<file path="src/rtl/comp_defs.sv">
// Shared definitions for the comparator-side blocks: search FSM encodings and
// the common {greater, equal, less} flag-vector order.
package comp_defs;

  localparam logic [1:0] ST_IDLE   = 2'd0;
  localparam logic [1:0] ST_SEARCH = 2'd1;
  localparam logic [1:0] ST_DONE   = 2'd2;

  // Flag vector bit positions: {greater, equal, less}
  localparam int FLAG_GT = 2;
  localparam int FLAG_EQ = 1;
  localparam int FLAG_LT = 0;

  typedef logic [2:0] flags_t;

  localparam flags_t FLAGS_GT = 3'b100;
  localparam flags_t FLAGS_EQ = 3'b010;
  localparam flags_t FLAGS_LT = 3'b001;

  function automatic logic flags_one_hot(input flags_t f);
    return (f == FLAGS_GT) || (f == FLAGS_EQ) || (f == FLAGS_LT);
  endfunction

endpackage

</file>
<file path="src/rtl/sar_search.sv">
// Successive-approximation search controller: drives a magnitude comparator's
// B operand one bit at a time until it matches A, then reports the value.
module sar_search
  import comp_defs::*;
#(
  parameter int WIDTH = 4,
  parameter int CNT_W = $clog2(WIDTH + 1)
) (
  input  logic             clk,
  input  logic             rst,
  input  logic             start,
  input  logic             a_greater,
  input  logic             a_equal,
  input  logic             a_less,
  output logic [WIDTH-1:0] trial,
  output logic             busy,
  output logic             done,
  output logic [WIDTH-1:0] result,
  output logic [CNT_W-1:0] compares,
  output logic             error
);

  localparam int PTR_W = (WIDTH > 1) ? $clog2(WIDTH) : 1;
  localparam logic [PTR_W-1:0] PTR_MSB = PTR_W'(WIDTH - 1);
  localparam logic [WIDTH-1:0] TRIAL_INIT = WIDTH'(1) << (WIDTH - 1);

  logic [1:0]       state;
  logic [PTR_W-1:0] ptr;
  logic [CNT_W-1:0] count;

  flags_t           flags;
  logic             flags_ok;
  logic [WIDTH-1:0] ptr_mask;
  logic [WIDTH-1:0] low_mask;
  logic [WIDTH-1:0] decided;
  logic [WIDTH-1:0] trial_next;
  logic [CNT_W-1:0] count_inc;
  logic             last_bit;

  // Current trial with the pointer bit resolved, plus the next bit probed.
  always_comb begin
    flags      = '0;
    flags[FLAG_GT] = a_greater;
    flags[FLAG_EQ] = a_equal;
    flags[FLAG_LT] = a_less;
    flags_ok   = flags_one_hot(flags);
    ptr_mask   = WIDTH'(1) << ptr;
    low_mask   = ptr_mask >> 1;
    decided    = flags[FLAG_LT] ? (trial & ~ptr_mask) : trial;
    trial_next = decided | low_mask;
    count_inc  = count + 1'b1;
    last_bit   = (ptr == '0);
  end

  always_ff @(posedge clk or posedge rst) begin
    if (rst) begin
      state    <= ST_IDLE;
      ptr      <= PTR_MSB;
      count    <= '0;
      trial    <= '0;
      busy     <= 1'b0;
      done     <= 1'b0;
      result   <= '0;
      compares <= '0;
      error    <= 1'b0;
    end else begin
      case (state)
        ST_IDLE, ST_DONE: begin
          done <= 1'b0;
          if (start) begin
            state <= ST_SEARCH;
            trial <= TRIAL_INIT;
            ptr   <= PTR_MSB;
            count <= '0;
            busy  <= 1'b1;
          end else begin
            state <= ST_IDLE;
          end
        end

        ST_SEARCH: begin
          count <= count_inc;
          if (!flags_ok || flags[FLAG_EQ] || last_bit) begin
            state    <= ST_DONE;
            busy     <= 1'b0;
            done     <= 1'b1;
            compares <= count_inc;
            error    <= !flags_ok;
            // On a bad flag vector the trial is reported as-is.
            result   <= flags_ok ? decided : trial;
          end else begin
            trial <= trial_next;
            ptr   <= ptr - 1'b1;
          end
        end

        default: begin
          state <= ST_IDLE;
          busy  <= 1'b0;
          done  <= 1'b0;
        end
      endcase
    end
  end

endmodule

</file>
<file path="config.mk">
export PLATFORM = sky130hd
export DESIGN_NAME = sar_search
export DESIGN_NICKNAME = d
export VERILOG_FILES = /design/src/rtl/comp_defs.sv /design/src/rtl/sar_search.sv
export SDC_FILE = /design/constraint.sdc
export NUM_CORES = 1
export LEC_CHECK = 0
export ABC_AREA = 1
export CAP_MARGIN = 5
export CORE_MARGIN = 3
export CORE_UTILIZATION = 28
export DETAILED_ROUTE_END_ITERATION = 6
export MAX_ROUTING_LAYER = met4
export SETUP_SLACK_MARGIN = 0.5
export SYNTH_ARGS = -nofsm -noshare
export SYNTH_HDL_FRONTEND = slang
export SYNTH_SLANG_ARGS = --single-unit
</file>
<file path="constraint.sdc">
create_clock -name clk -period 1.45 [get_ports clk]
set_input_delay 0.2175 -clock clk [delete_from_list [all_inputs] [get_ports clk]]
set_output_delay 0.2175 -clock clk [all_outputs]
set_load 0.05 [all_outputs]
</file>
# ---- After elaboration in Yosys (flattened, before gate mapping)
# Cells that the tools add are included.
dict set report word_totals {
  in_bits 6
  output_inout_bits 14
  wordCells 54
  reg_bits 21
}
dict set report classes {
  eq_ne 8
  n_reduce_logical 13
  mux 18
  shift 1
  n_bitwise 3
  n_addsub 2
}
# op count
set op_table {}
lappend op_table {{$mux W4} 4}
lappend op_table {{$pmux W2 S2} 2}
lappend op_table {{$pmux W4 S2} 1}
lappend op_table {{$mux W2} 3}
lappend op_table {{$ne A2 B2 Y1 const B} 3}
lappend op_table {{$pmux W3 S2} 1}
lappend op_table {{$reduce_and A2 Y1} 3}
lappend op_table {{$mux W1} 5}
lappend op_table {{$and A4 B4 Y4} 1}
lappend op_table {{$logic_not A2 Y1} 2}
lappend op_table {{$logic_or A1 B1 Y1} 4}
lappend op_table {{$not A4 Y4} 1}
lappend op_table {{$or A4 B3 Y4} 1}
lappend op_table {{$shl A1 B2 Y4 const A} 1}
lappend op_table {{$add A3 B1 Y3 const B} 1}
lappend op_table {{$eq A3 B1 Y1 const B} 1}
lappend op_table {{$eq A3 B2 Y1 const B} 1}
lappend op_table {{$eq A3 B3 Y1 const B} 1}
lappend op_table {{$mux W3} 1}
lappend op_table {{$reduce_and A3 Y1} 1}
lappend op_table {{$eq A2 B1 Y1 const B} 1}
lappend op_table {{$eq A2 B2 Y1 const B} 1}
lappend op_table {{$pmux W1 S2} 1}
lappend op_table {{$reduce_bool A2 Y1} 1}
lappend op_table {{other kinds (3)} 3}

# ---- Longest topological paths before layout
# Gate-level depths: netlist of the first run.
dict set report depth {
  depth_word 8
  ltp_mapped 8
  depth_no_buf 7
}

# ---- Worst setup path after synthesis of the first run
# No wires, ideal clock.
dict set report synth_timing {
  kind {register to register}
  start {register ptr[0]}
  end {register error}
  setup_time_ns 0.074
  path_buffers 1
  slack_ns -0.050
  path_stages_with_launch 9
  arrival_time_ns 1.426
  cell_sequence {dfstp_2 inv_1 ha_1 nor2_2 nand3_4 nand2_4 buf_12 nand2_2 o21ai_2}
}
dict set report synth_via {
  elab_chain_cells 3
}
# item line
set synth_rtl {}
lappend synth_rtl {{start: declaration} sar_search.sv:28} ;# logic [PTR_W-1:0] ptr;
lappend synth_rtl {{start signal: assignment} sar_search.sv:93} ;# ptr <= ptr - 1'b1;
lappend synth_rtl {{$logic_not A2 Y1} sar_search.sv:52} ;# last_bit = (ptr == '0);
lappend synth_rtl {{$logic_or A1 B1 Y1} sar_search.sv:83} ;# if (!flags_ok || flags[FLAG_EQ] || last_bit) begin
lappend synth_rtl {{$reduce_and A2 Y1 (no source line)} -}
lappend synth_rtl {{end signal: assignment} sar_search.sv:88} ;# error <= !flags_ok;
lappend synth_rtl {{end: declaration} sar_search.sv:20} ;# output logic error
# Every way passes these cells.
# A chain may end at the register's enable or synchronous reset.

# ---- Worst setup path after layout of the first run
dict set report layout_timing {
  start {register ptr[1]}
  end {register compares[2]}
}
dict set report layout_via {
  elab_chain_cells 3
}
# item line
set layout_rtl {}
lappend layout_rtl {{$logic_not A2 Y1} sar_search.sv:52}
lappend layout_rtl {{$logic_or A1 B1 Y1} sar_search.sv:83}
lappend layout_rtl {{$reduce_and A2 Y1 (no source line)} -}
lappend layout_rtl {{end signal: assignment} sar_search.sv:87} ;# compares <= count_inc;
lappend layout_rtl {{end: declaration} sar_search.sv:19} ;# output logic [CNT_W-1:0] compares,
# Every way passes these cells.

==> run summary, run 1 <==
The startpoint of the most critical register-to-register path is ptr[1]. The die is 68.0 um tall. The initial utilization of the core area, before any placement, comes to 0.305. The placed instances occupy a cell area of 0.00152 sq mm. Sorting the synthesized cells by how often they occur yields nand2_1 (31), dfrtp_1 (18), nand3_1 (9), o21ai_2 (8). The critical path in this run is classified as reg2reg.

The first-pass GRT wire length came out at 4350 um. The area of the core came out at 0.00352 sq mm. Based on the critical path, the design can be clocked at up to just over 700 MHz. The number of standard-cell rows in the floorplan came out at 21. The floorplan step defined a die boundary enclosing between 0.004 and 0.005 sq mm. Clock tree synthesis found a total of 20 sinks.

The worst hold slack after final layout came out at between 0.2 and 0.3 ns. The violation count after the first detailed-routing iteration came out at 26. The number of antenna violations at the first check in global routing is 0. Summing internal, switching and leakage power gives 3.48 mW. The final period utilization came out at 0.956. The hold buffer count at CTS is 0. The via count of the first global-routing pass is 968. Traced cell by cell, the critical path runs through inv_2 -> ha_4 -> nor2_4 -> nand3_4 -> nand2_8 -> nand2_2 -> o21ai_2.

STA classifies the critical path endpoint as a flop. The class of the most critical hold timing path is in2async. The largest buffer count on any clock path came out at 2.

For this design the ratio of total power to cell area is about 1900 mW/mm^2. The post-synthesis area per instance is approximately 9.5 sq um. The detail-routed via count per cell came out at between 4 and 5. The async set-reset flop share out of synthesis came out at 1.00. The synthesized netlist occupies a cell area of roughly 0.0011 sq mm.

Setup repair after global routing could not meet its margin everywhere. The data arrival time of the critical path came out at roughly 1.6 ns. The max-slew violation total from the final report is 0. The final net count is approximately 170. The remaining antenna violation count came out at 0. At the later pin of the worst-skew pair, clock insertion delay measures ~0.26 ns.

The final count of hold timing violations is 0. Clock-pin slew was measured on the worst setup and hold paths at about 0.08 ns. The count of flip-flops with a built-in enable after synthesis came out at 0. The root buffer cell is clkbuf_8. Counting every net in the synthesized netlist gives 124.

Together, buffers and inverters on the worst path number 1. The warning count from the yosys run is 0. The run finished with clean final reports. The width of the die is between 60 and 70 um.

The number of CTS-inserted buffers is 3. The highest ir drop seen on vdd is about 1.3 mV. The global placer's final weighted congestion is 0.837. The leakage power of the design is about 0.85 nW. On the final layout, the worst clock skew is slightly above 0.003 ns. The number of maximum-capacitance constraint violations came out at 0. The portion of the post-synthesis area used by sequential elements came out at 0.468. The top-area cell type share of the netlist area came out at 0.419.

The most used flip-flop cell after synthesis is dfrtp_1. For this run, design rule violations remaining after detail routing come to 0. The total of endpoints with negative setup slack in the final report is 0. By area the synthesized netlist is led by dfrtp_1 (42%), nand2_1 (11%), o21ai_2 (6.5%). The relative slew slack came out at 0.833. The count of mapped cells out of synthesis came out at approximately 110.

The maximum number of pins on one net before global-route repair came out at 21. The total wire length after detailed routing came out at 2520 um. The measured slew at the worst slew-check pin is about 0.25 ns. TritonCTS built the clock tree. The ratio of cells with drive above 1 in the final layout is 0.563. The critical-path maximum fanout is 8. The synthesized design spends more area on one cell type than any other, namely dfrtp_1. STA classifies the critical path startpoint as a flop. The first detailed-routing pass ran for 4 iterations. On the critical path, the stage with the largest delay is an instance of dfstp_2. On the critical path the largest part of the delay comes from flip-flops.

The destination of the worst register-to-register timing path is compares[2]. Once layout is done, the placed cells without fillers occupy about 0.0018 sq mm. The worst setup slack for register-to-register paths is roughly 0.064 ns. The vias after detailed routing is around 900. During I/O placement, the number of pins put on the boundary was 20.

The count of cells along the worst register-to-register path came out at 7. The worst path needs roughly 1.4 ns of the cycle, external delays included. The number of flip-flops and latches in the synthesized netlist came out at 20. The count of buffers added on input and output ports is 19. The worst path required time is between 1.5 and 2 ns. The number of different library cells in the post-synthesis netlist is 23. Once detailed placement completed, the half-perimeter wirelength came to approximately 1600 um. The final routed wire length divided by cell count came out at between 10 and 15 um. In the post-synthesis netlist, the cell with the most instances is nand2_1. For the final routed database, the setup TNS stands at 0 ns.

The total routing resource utilization after global routing came out at 0.130. The aggregate global routing overflow came out at 0. The number of antenna diodes in the final layout is 0. From synthesis to final layout, the design area changed by 70.7%. The largest stage delay on the critical path is approximately 0.54 ns. CTS built an H-tree with a depth of 1.
## repair_timing
action                                  CTS  global route
buffers inserted                         15             3
gates resized for setup                  13            13
pin swaps                                 3             4
endpoints found under the setup margin   34            34
gates cloned                              2             0
## metal layers
metal	track usage	wire, um
met3	0.0345	135
met1	0.157	1060
met5	-	0
met2	0.213	1290
met4	0.0372	27
## power breakdown
part	total (mW)	internal (mW)	switching [mW]	leakage, nW
Clock	0.557	0.369	0.188	0.0357
Sequential	0.942	0.750	0.191	0.249
Combinational	1.98	0.964	1.02	0.568
## placed cells by master, fill, tap and decap left out, types with 4 or more instances in the layout
cell	count
buf_12	14
buf_4	23
clkdlybuf4s50_1	5
dfrtp_1	15
ha_1	4
inv_1	4
inv_2	6
nand2_1	24
nand2_2	6
nand2_4	7
nand3_1	6
nand3_2	4
o21ai_0	4
o21ai_2	10
## how the worst max path moves through the flow
stage | startpoint | to | slack, ns | cells past startpoint
global route | ptr[1] | trial[0] | -0.04 | 7
finish | ptr[1] | compares[2] | 0.06 | 7
CTS | ptr[0] | ptr[1] | 0.05 | 7
floorplan | ptr[0] | compares[2] | 0.05 | 8
global placement | a_equal | ptr[1] | -0.008 | 7
detailed placement | a_equal | result[1] | -0.05 | 7
## cells by family after synthesis
family / share of synthesized area
AND/OR/NAND/NOR: 0.288
XOR/XNOR: 0.00815
AO/OA/AOI/OAI: 0.116
buffers and inverters: 0.0617
flip-flops: 0.468
adder cells (fa/ha/maj): 0.0582
## sequential cells by signal, indices dropped and copies added, names as in the netlist
name      count
result        4
trial         4
compares      3
count         3
ptr           2
busy          1
done          1
error         1
state         1
## through the flow
stage / std cells / utilization / setup WS, ns
after floorplan: 113 / - / 0.0473
after global placement: 182 / 0.431 / -0.00839
after detailed placement: 182 / 0.431 / -0.0502
after CTS: 203 / 0.501 / 0.0455
after global routing: 206 / 0.521 / -0.0364
final: 206 / 0.521 / 0.0637
## layout make-up
| cell class | count | area, sq um |
|---|---|---|
| clock buffers | 3 | 41.3 |
| clock inverters | 1 | 30.0 |
| fillers | 322 | 1690 |
| inverters | 11 | 48.8 |
| multi-input cells | 81 | 624 |
| flip-flops and latches | 20 | 507 |
| well taps | 46 | 57.6 |
| repair buffers | 43 | 514 |
| repair inverters | 1 | 11.3 |
## worst register-to-register path, delay by kind of cell, from the launching register on
family          cells  cell delay (ns)
buf+inv             1             0.05
compound gates      1             0.05
fa+ha+maj           1             0.17
flops               1             0.54
simple gates        4             0.52
(Power assumes the default switching activity.)
==> inputs of run 2 (changes only) <==
Settings changed: CORE_ASPECT_RATIO set to 0.5.
Clock period 1.45 ns to 1.2 ns, I/O delays scaled along.
==> run summary, run 2 (synthesis gave the netlist of run 1 again) <==
Run status: complete, but fails checks (was finished, final reports clean). The checks that failed: setup timing. The minimum period implied by the final worst setup slack came out at 1.40 ns (was 1.39 ns). The endpoint kind of the worst setup timing path is a flop (unchanged). The aggregate global routing overflow came out at 0 (unchanged). The CTS tree is done (unchanged). The area of the core is 0.00357 sq mm (was 0.00352 sq mm).

The detailed-placement wirelength estimate came out at 1690 um (was 1640 um). The minimum setup slack in the final design was -0.199 ns (was 0.0637 ns). The area of all sequential standard cells is 520 sq um (was 507 sq um). The measured slew at the worst slew-check pin came to 0.288 ns (was 0.248 ns).

The overall power of the completed layout came to 4.29 mW (was 3.48 mW). The detail-routed via count per cell came out at 4.34 (was 4.50). Largest registers in the final layout: result x4, trial x4 (unchanged).

The met2 demand-to-capacity share in global routing was 0.186 (was 0.213). The total of endpoints with negative setup slack in the final report is 17 (was 0). The final net count is 178 (was 172). The die footprint is 0.00466 sq mm (was 0.00462 sq mm).

The startpoint type of the worst setup path is a flop (unchanged). The global routing usage on met1 is 0.147 (was 0.157). The largest stage delay on the critical path came out at 0.55 ns (was 0.54 ns). The clock sink count came to 20 (unchanged). The number of top-level pins came out at 20 (unchanged). The global placer's final weighted congestion was 0.719 (was 0.837).

The leakage power of the design came out at 0.868 nW (was 0.852 nW). The number of filler cells placed in the layout came out at 324 (was 322). The area growth from synthesis to layout came to 77.1% (was 70.7%).

The maximum number of pins on one net before global-route repair came to 21 (unchanged). The first-pass GRT wire length is 4080 um (was 4350 um). The area of the multi-input gates is 614 sq um (was 624 sq um). The DRC violations left was 0 (unchanged). The hold buffer count at CTS is 0 (unchanged).

The worst-path cell with the longest stage delay is dfstp_2 (unchanged). The count of cells along the worst register-to-register path is 7 (unchanged). The largest buffer count on any clock path was 2 (unchanged). The antenna cell count is 0 (unchanged). The met3 routing resource usage after global routing came out at 0.0320 (was 0.0345). The number of maximum-capacitance constraint violations came to 0 (unchanged).

The highest ir drop seen on vdd is 0.647 mV (was 1.25 mV). The worst path required time is 1.39 ns (was 1.65 ns). The most frequent standard cell in the layout excluding fill and tap cells is buf_4 (was nand2_1).

The violation count after the first detailed-routing iteration is 41 (was 26). The data arrival time of the critical path is 1.59 ns (was 1.58 ns). The number of standard-cell rows in the floorplan is 15 (was 21).

The critical-path maximum fanout came out at 8 (unchanged). The final routed wire length divided by cell count is 12.0 um (was 12.2 um). The remaining antenna violation count came out at 0 (unchanged).

The most utilized layer in the global route result is met2 (unchanged). The worst setup skew after layout is 0.00332 ns (was 0.00310 ns). The final count of hold timing violations is 0 (unchanged).

The total routing resource utilization after global routing is 0.115 (was 0.130). The root buffer cell is clkbuf_8 (unchanged). The type of the setup path with the least slack is reg2reg (unchanged). The relative slew slack came out at 0.806 (was 0.833).

Cell-by-cell trace of the critical path: inv_2 -> ha_4 -> nor2_4 -> nand3_4 -> nand2_8 -> nand2_2 -> o21ai_2 (unchanged). The class of the most critical hold timing path is in2async (unchanged). RSZ-0062 raised after global routing: true (unchanged).

The insertion delay to the later sink of the worst-skew pair is 0.26 ns (about the same). The final core utilization was 0.534 (was 0.521). The number of placed instances with taps included came out at 195 (was 182).

The number of H-tree levels came out at 1 (unchanged). The via count of the first global-routing pass came out at 878 (was 968). The total iterations of the first detailed-routing run came out at 4 (unchanged). The CTS clock-pin slew for the worst setup and hold paths is 0.08 ns (about the same). The y dimension of the die came to 49.8 um (was 68.0 um). The final period utilization is 1.17 (was 0.956). The number of antenna violations at the first check in global routing is 0 (unchanged). The number of CTS-inserted buffers is 3 (unchanged). The max-slew violation total from the final report is 0 (unchanged). The total wire length after detailed routing came to 2610 um (was 2520 um). The vias after detailed routing came out at 942 (was 927).

Commonest cells after routing, fill and taps aside: buf_4 (27), nand2_1 (25), buf_12 (15) (was nand2_1 (24), buf_4 (23), dfrtp_1 (15)). The ratio of cells with drive above 1 in the final layout came out at 0.627 (was 0.563). The cell area power density is 2250 mW/mm^2 (was 1900 mW/mm^2). The effective utilization at floorplan is 0.301 (was 0.305). The number of I/O port buffers was 19 (unchanged).

The width of the die was 93.6 um (was 68.0 um). The number of cells in the finished layout apart from fillers came out at 217 (was 206). The top achievable clock speed is 715 MHz (was 721 MHz).
[run 2: cell count changes in the layout (fill, tap and decap cells not counted), moves of 2 or more]
| cell | change |
|---|---|
| dfrtp_1 | -11 |
| buf_4 | +4 |
| o21ai_1 | +3 |
| dfrtp_2 | +11 |
| o21ai_2 | -2 |
[run 2: final timing paths]
kind	slack (ns)	startpoint	to
setup reg to reg	-0.20	ptr[0]	compares[2]
hold reg to reg	0.52	busy	busy
max in group asynchronous	0.72	rst	ptr[1]
hold / removal	0.25	rst	compares[0]
min in group clk	0.52	busy	busy
setup / recovery	-0.20	ptr[0]	compares[2]
[run 2: layout make-up]
type	instances	area share
clock buffer	3	0.0217
clock inverter	1	0.0158
inverter	11	0.0256
multi-input combinational	81	0.323
sequential	20	0.274
tap	51	0.0335
timing repair buffer	49	0.302
timing repair inverter	1	0.00460
[run 2: metrics by stage]
step / setup slack, ns / hold WS (ns) / setup TNS [ns] / area [sq um]
final: -0.199 / 0.252 / -2.99 / 1900
after global routing: -0.288 / 0.269 / -4.17 / 1900
after CTS: -0.233 / 0.252 / -3.05 / 1820
after detailed placement: -0.273 / 0.501 / -4.02 / 1610
after global placement: -0.230 / 0.502 / -3.56 / 1610
after floorplan: -0.198 / 0.141 / -2.53 / 1120
[run 2: critical path: cells and delay by family (launching register included)]
| family | cells | cell delay [ns] |
|---|---|---|
| AO/OA/AOI/OAI | 1 | 0.05 |
| buffers and inverters | 1 | 0.05 |
| AND/OR/NAND/NOR | 4 | 0.52 |
| flip-flops | 1 | 0.55 |
| adder cells (fa/ha/maj) | 1 | 0.16 |
[run 2: per-layer routing]
metal / vias up / wire (um)
li1: 473 / -
met1: 446 / 1170
met2: 23 / 1330
met3: 0 / 107
met4: 0 / 0
met5: - / 0
[run 2: where the power goes]
part	internal (mW)	leakage [nW]	switching, mW	total [mW]
logic	1.22	0.598	1.25	2.47
clock network	0.445	0.0357	0.232	0.677
registers	0.930	0.234	0.211	1.14
total	2.59	0.868	1.69	4.29
[run 2: repair_timing]
action | 4_1_cts | 5_1_grt
setup buffers | 12 | 4
resized for setup | 9 | 13
gates cloned | 1 | 1
setup endpoints to repair | 34 | 34
pin swaps | 4 | 3
